==> src/rtl/btn_gesture_ctrl.sv <==
// btn_gesture_ctrl: N-channel push-button front end.
// Per channel: 2-FF synchroniser, optional polarity inversion, tick-based
// debounce, and press / release / click / long-press one-shot detection.
// All timing is counted in i_tick periods (nominally 1 ms).
//
// Optional feature: define BTN_REPEAT_EN to enable auto-repeat pulses on
// o_repeat while a button stays held after o_long. Without the macro the
// repeat logic is not built and o_repeat is tied low.
//
// Ports:
//   clk        system clock
//   rst_n      asynchronous active-low reset
//   i_tick     one-clk strobe per timing tick
//   i_btn      raw asynchronous button pins (N_CH)
//   o_level    debounced level per channel, 1 = pressed
//   o_press    one-clk pulse on debounced press
//   o_release  one-clk pulse on every debounced release
//   o_click    one-clk pulse on release when o_long did not fire for that press
//   o_long     one-clk pulse once per press when the hold reaches LONG_MS ticks
//   o_repeat   one-clk auto-repeat pulses (BTN_REPEAT_EN only)
module btn_gesture_ctrl #(
    parameter int unsigned N_CH        = 4,
    parameter int unsigned DEBOUNCE_MS = 20,
    parameter int unsigned LONG_MS     = 500,
    parameter int unsigned REPEAT_MS   = 100,
    parameter int unsigned ACTIVE_LOW  = 0
) (
    input  logic            clk,
    input  logic            rst_n,
    input  logic            i_tick,
    input  logic [N_CH-1:0] i_btn,
    output logic [N_CH-1:0] o_level,
    output logic [N_CH-1:0] o_press,
    output logic [N_CH-1:0] o_release,
    output logic [N_CH-1:0] o_click,
    output logic [N_CH-1:0] o_long,
    output logic [N_CH-1:0] o_repeat
);

    localparam int unsigned HOLD_MAX = (LONG_MS > REPEAT_MS) ? LONG_MS : REPEAT_MS;
    localparam int unsigned DB_W     = $clog2(DEBOUNCE_MS + 1);
    localparam int unsigned HOLD_W   = $clog2(HOLD_MAX + 1);

    // Raw pin level that means "released"; also the synchroniser reset value.
    localparam logic [N_CH-1:0]   REL_LVL   = (ACTIVE_LOW != 0) ? {N_CH{1'b1}} : {N_CH{1'b0}};
    localparam logic [DB_W-1:0]   DB_LAST   = DB_W'(DEBOUNCE_MS - 1);
    localparam logic [HOLD_W-1:0] LONG_LAST = HOLD_W'(LONG_MS - 1);
`ifdef BTN_REPEAT_EN
    localparam logic [HOLD_W-1:0] RPT_LAST  = HOLD_W'(REPEAT_MS - 1);
`endif

    typedef enum logic [1:0] {
        ST_IDLE    = 2'd0,
        ST_PRESSED = 2'd1,
        ST_LONG    = 2'd2
    } state_t;

    logic [N_CH-1:0]   sync1;
    logic [N_CH-1:0]   sync2;
    logic [N_CH-1:0]   s_c;
    logic [N_CH-1:0]   stable;
    logic [N_CH-1:0]   stable_q;
    logic [N_CH-1:0]   rise_c;
    logic [N_CH-1:0]   fall_c;
    logic [DB_W-1:0]   db_cnt   [N_CH];
    state_t            state    [N_CH];
    state_t            state_nxt[N_CH];
    logic [HOLD_W-1:0] hold     [N_CH];
    logic [HOLD_W-1:0] hold_nxt [N_CH];
    logic [N_CH-1:0]   press_nxt;
    logic [N_CH-1:0]   release_nxt;
    logic [N_CH-1:0]   click_nxt;
    logic [N_CH-1:0]   long_nxt;
`ifdef BTN_REPEAT_EN
    logic [N_CH-1:0]   repeat_nxt;
`endif

    // Two-flop synchroniser; reset to the released pin level.
    always_ff @(posedge clk or negedge rst_n) begin
        if (!rst_n) begin
            sync1 <= REL_LVL;
            sync2 <= REL_LVL;
        end else begin
            sync1 <= i_btn;
            sync2 <= sync1;
        end
    end

    // Normalise polarity so 1 always means pressed.
    assign s_c = sync2 ^ REL_LVL;

    // Debounce: a change must persist for DEBOUNCE_MS consecutive ticks.
    always_ff @(posedge clk or negedge rst_n) begin
        if (!rst_n) begin
            stable <= '0;
            for (int i = 0; i < int'(N_CH); i++) begin
                db_cnt[i] <= '0;
            end
        end else if (i_tick) begin
            for (int i = 0; i < int'(N_CH); i++) begin
                if (s_c[i] != stable[i]) begin
                    if (db_cnt[i] == DB_LAST) begin
                        stable[i] <= s_c[i];
                        db_cnt[i] <= '0;
                    end else begin
                        db_cnt[i] <= db_cnt[i] + DB_W'(1);
                    end
                end else begin
                    db_cnt[i] <= '0;
                end
            end
        end
    end

    // Previous stable level for edge detection.
    always_ff @(posedge clk or negedge rst_n) begin
        if (!rst_n) begin
            stable_q <= '0;
        end else begin
            stable_q <= stable;
        end
    end

    assign rise_c  = stable & ~stable_q;
    assign fall_c  = ~stable & stable_q;
    assign o_level = stable;

    // Gesture FSM state, hold counters and registered event pulses.
    always_ff @(posedge clk or negedge rst_n) begin
        if (!rst_n) begin
            for (int i = 0; i < int'(N_CH); i++) begin
                state[i] <= ST_IDLE;
                hold[i]  <= '0;
            end
            o_press   <= '0;
            o_release <= '0;
            o_click   <= '0;
            o_long    <= '0;
`ifdef BTN_REPEAT_EN
            o_repeat  <= '0;
`endif
        end else begin
            for (int i = 0; i < int'(N_CH); i++) begin
                state[i] <= state_nxt[i];
                hold[i]  <= hold_nxt[i];
            end
            o_press   <= press_nxt;
            o_release <= release_nxt;
            o_click   <= click_nxt;
            o_long    <= long_nxt;
`ifdef BTN_REPEAT_EN
            o_repeat  <= repeat_nxt;
`endif
        end
    end

`ifndef BTN_REPEAT_EN
    assign o_repeat = '0;
`endif

    // Next-state and event decode; a release always beats a same-clk threshold.
    always_comb begin
        press_nxt   = '0;
        release_nxt = '0;
        click_nxt   = '0;
        long_nxt    = '0;
`ifdef BTN_REPEAT_EN
        repeat_nxt  = '0;
`endif
        for (int i = 0; i < int'(N_CH); i++) begin
            state_nxt[i] = state[i];
            hold_nxt[i]  = hold[i];
            case (state[i])
                ST_IDLE: begin
                    if (rise_c[i]) begin
                        state_nxt[i] = ST_PRESSED;
                        hold_nxt[i]  = '0;
                        press_nxt[i] = 1'b1;
                    end
                end
                ST_PRESSED: begin
                    if (fall_c[i]) begin
                        state_nxt[i]   = ST_IDLE;
                        hold_nxt[i]    = '0;
                        release_nxt[i] = 1'b1;
                        click_nxt[i]   = 1'b1;
                    end else if (i_tick) begin
                        if (hold[i] == LONG_LAST) begin
                            state_nxt[i] = ST_LONG;
                            hold_nxt[i]  = '0;
                            long_nxt[i]  = 1'b1;
                        end else begin
                            hold_nxt[i] = hold[i] + HOLD_W'(1);
                        end
                    end
                end
                ST_LONG: begin
                    if (fall_c[i]) begin
                        state_nxt[i]   = ST_IDLE;
                        hold_nxt[i]    = '0;
                        release_nxt[i] = 1'b1;
                    end
`ifdef BTN_REPEAT_EN
                    else if (i_tick) begin
                        if (hold[i] == RPT_LAST) begin
                            hold_nxt[i]   = '0;
                            repeat_nxt[i] = 1'b1;
                        end else begin
                            hold_nxt[i] = hold[i] + HOLD_W'(1);
                        end
                    end
`endif
                end
                default: begin
                    state_nxt[i] = ST_IDLE;
                    hold_nxt[i]  = '0;
                end
            endcase
        end
    end

endmodule

==> config.mk <==
export PLATFORM = sky130hd
export DESIGN_NAME = btn_gesture_ctrl
export DESIGN_NICKNAME = d
export VERILOG_FILES = /design/src/rtl/btn_gesture_ctrl.sv
export SDC_FILE = /design/constraint.sdc
export NUM_CORES = 1
export LEC_CHECK = 0
export ABC_AREA = 1
export BUFFER_PORTS_ARGS = -buffer_cell sky130_fd_sc_hd__buf_2
export CORE_MARGIN = 5
export CORE_UTILIZATION = 43
export CTS_CLUSTER_SIZE = 25
export DETAILED_ROUTE_END_ITERATION = 10
export SETUP_SLACK_MARGIN = 0.02
export SYNTH_ARGS = -nofsm -noshare
export SYNTH_HDL_FRONTEND = slang
export SYNTH_SLANG_ARGS = --single-unit
==> constraint.sdc <==
create_clock -name clk -period 1.7 [get_ports clk]
set_clock_uncertainty 0.15 [all_clocks]
set_input_delay 0.425 -clock clk [delete_from_list [all_inputs] [get_ports clk]]
set_output_delay 0.425 -clock clk [all_outputs]
set_load 0.005 [all_outputs]
==> qor.yml <==
global_routing:
  antenna_found_initial: 0
  first_global_vias: 3751
  grt_overflow: 0
  grt_max_degree: 36
  grt_use_total_pct: 15.36
  grt_pass1_wl_um: 16730
synth:
  synth-seq-area-share_pct: 49.00
  async_flop_share_pct: 100.0
  synth_mux_area_share_pct: 0
  ys.flop_type: "dfrtp_1"
  ys_types: 29
  synth-xor-area-share_pct: 3.931
  netlist_area_um2: 4902
  synthAdderAreaFrac_pct: 5.105
  syn_avg_cell_area_um2: 8.555
  netlist_instances: 573
  synth-simple-area-share_pct: 27.57
  synth_edf_count: 0
  synth_compound_area_share_pct: 5.539
  yosys_warnings: 0
  ys_seq_elements: 96
  synth_top_family_by_area: "simple AND/OR/NAND/NOR gates"
pwr:
  swShare_pct: 35.06
  vdd_drop_max_v: 0.0007144
  switching_power_mw: 2.520
  p_per_area_nw_per_um2: 1266
  comb_power_share_pct: 33.3
  leakagePower_nw: 2.907
  p_seq_share_pct: 39.3
  total_power_mw: 7.189
  pwr-share-clk_pct: 27.4
  internal_power_mw: 4.669
setup_path:
  end_kind: "flip-flop"
  path_delay_family: "simple AND/OR/NAND/NOR gates"
  cp_slowest_cell: "dfrtp_1"
  crit_buf_inv: 2
  r2r_cells: 9
  path_common_cell: "nand2_1"
  critPathRequiredTime_ns: 1.78
  timing_worst_setup_path_type: "reg2reg"
  critPathLaunchType: "flip-flop"
  cp.depth: 9
  crit_chain: "inv_1 -> ha_1 -> nand2_1 -> nand2_2 -> nor2_4 -> buf_12 -> nand3_1 -> nand2_1 -> nor2_1"
  cp_max_fo: 10
  arrival_ns: 1.69
  max_stage_delay_ns: 0.38
sta:
  fin_crit_ns: 1.603
  hold_viol: 0
  finalCritPeriodShare_pct: 94.32
  report.final.slew_viol_count: 0
  setup_viol: 0
  max_freq_mhz: 623.7
  rsz0062_at_grt: "yes"
  setup_slack_ns: 0.09661
place:
  hpwl_um: 6762
  place_ws_ns: 0.08241
  port-buffer-count: 26
  dp.cells: 749
  gp_routability_congestion: 0.8044
clock_tree:
  cts_tree: "done"
  clkSlewWorstSetupHoldPaths_ns: 0.06
  cts_buffers: 9
  cts_buffer_depth: 2
  insertion_delay_ns: 0.34
  htree_levels: 3
  cts-root-buf: "clkbuf_16"
  clock-sinks: 96
hold_path:
  hold_path_class: "in2reg"
  worstHoldPathCells: 1
cells_and_area:
  final_common_cell: "nand2_1"
  top_regs: "hold x36, db_cnt x20, state x8"
  n_antenna_cell: 0
  final_cell_mix: "nand2_1, dfrtp_1, inv_1, nor2_1, nand3_1"
  instances_no_fill: 769
  drive_gt1_share_pct: 16.77
  top_register: "hold"
  area_growth_pct: 15.88
  nNetsFinal: 648
  largest_register_ff_count: 36
drt:
  drtIter0Drc: 201
  vias: 3684
  antenna_left: 0
  drcViolationCount: 0
  finalWirelength_um: 9251
  first_pass_iters: 4
  drt-vias-per-instance: 4.791
  wl_per_cell_um: 12.03
die:
  die_w_um: 116.8
  core_um2: 11270
  boundaryPins: 31
  dieArea_um2: 13640
  rows: 39
  dieHeight_um: 116.8
  initial_core_util_pct: 43.49
run:
  maxCapViolCount: 0
status:
  outcome: "finished clean"
## final cells by class
cell class              instances  area [um2]
well taps                     143       178.9
clock inverters                 6       60.06
inverters                      86       322.8
clock buffers                  10       229.0
repair buffers                 46       371.6
fillers                      1042        5592
multi-input cells             382        2116
flip-flops and latches         96        2402
## final timing paths
path | end | start | slack [ns]
max in group asynchronous | hold[23] | rst_n | 0.49
worst max-delay path | hold[16] | state[2] | 0.1
worst max register to register | hold[16] | state[2] | 0.1
worst min-delay path | sync1[2] | i_btn[2] | 0.03
worst min register to register | s_c[3] | sync1[3] | 0.20
min in group asynchronous | o_press[0] | rst_n | 0.39
## synthesized netlist by cell type, types with 2 or more instances
cell / n / area [um2]
o21ai_0: 20 / 100.1
inv_1: 82 / 307.8
nor3_1: 13 / 65.06
nand3_1: 35 / 175.2
nand2_4: 7 / 78.83
o31ai_1: 3 / 22.52
nor2_4: 8 / 90.09
nor2_1: 62 / 232.7
buf_6: 6 / 67.56
nand3_2: 3 / 30.03
inv_2: 4 / 15.01
nand2_1: 126 / 473.0
buf_2: 2 / 10.01
ha_1: 20 / 250.2
xor2_1: 18 / 157.7
xnor2_1: 4 / 35.03
nand4_1: 16 / 100.1
nor3_2: 3 / 30.03
o21ai_1: 4 / 20.02
o22ai_1: 2 / 12.51
a21oi_1: 20 / 100.1
buf_4: 4 / 30.03
dfrtp_1: 96 / 2402
nand2_2: 10 / 62.56
## worst reg2reg max path: cells and delay by family (launching register included)
kind	cells	cell delay [ns]
buffers and inverters	2	0.24
adders and majority gates	1	0.21
DFF	1	0.38
and+or+nand+nor	6	0.51
## metrics by stage
| stage | util [%] | hold WS, ns | cell area, um2 | setup TNS [ns] |
|---|---|---|---|---|
| floorplan | - | -0.02059 | 4913 | 0 |
| global placement | 47.13 | 0.1830 | 5313 | 0 |
| detailed placement | 47.13 | 0.1847 | 5313 | 0 |
| CTS | 49.78 | 0.01325 | 5612 | 0 |
| global route | 50.39 | 0.01437 | 5680 | -0.003183 |
| finish | 50.39 | 0.03250 | 5680 | 0 |
## repair_timing
| action | in CTS | in global routing |
|---|---|---|
| hold buffers | 1 | 0 |
| setup endpoints to repair | 0 | 27 |
| hold endpoints to repair | 23 | 0 |
| gates resized for setup | 0 | 14 |
| buffers inserted | 0 | 3 |
## cell families after synthesis
kind of cell	after synthesis
buffers and inverters	98
xor gates and xnor gates	22
other	1
and+or+nand+nor	285
adders and majority gates	20
AOI/OAI and AO/OA	51
DFF	96
## power by group through the flow
stage / clock network (mW) / logic (mW) / registers (mW)
6_report: 1.97 / 2.40 / 2.82
3_3_place_gp: 0 / 2.23 / 2.84
4_1_cts: 2.05 / 2.32 / 2.82
2_1_floorplan: 0 / 1.69 / 2.82
3_5_place_dp: 0 / 2.31 / 2.86
5_1_grt: 2.15 / 2.74 / 2.87
## metal layers
layer,share of wire (%),vias to the layer above,wire (um),GRT usage [%]
li1,-,1887,-,-
met3,3.8,17,349,3.188
met1,47,1721,4323,19.91
met2,47,59,4365,24.91
met5,0,-,0,0
met4,2.3,0,212,6.804
(Power assumes the default switching activity.)
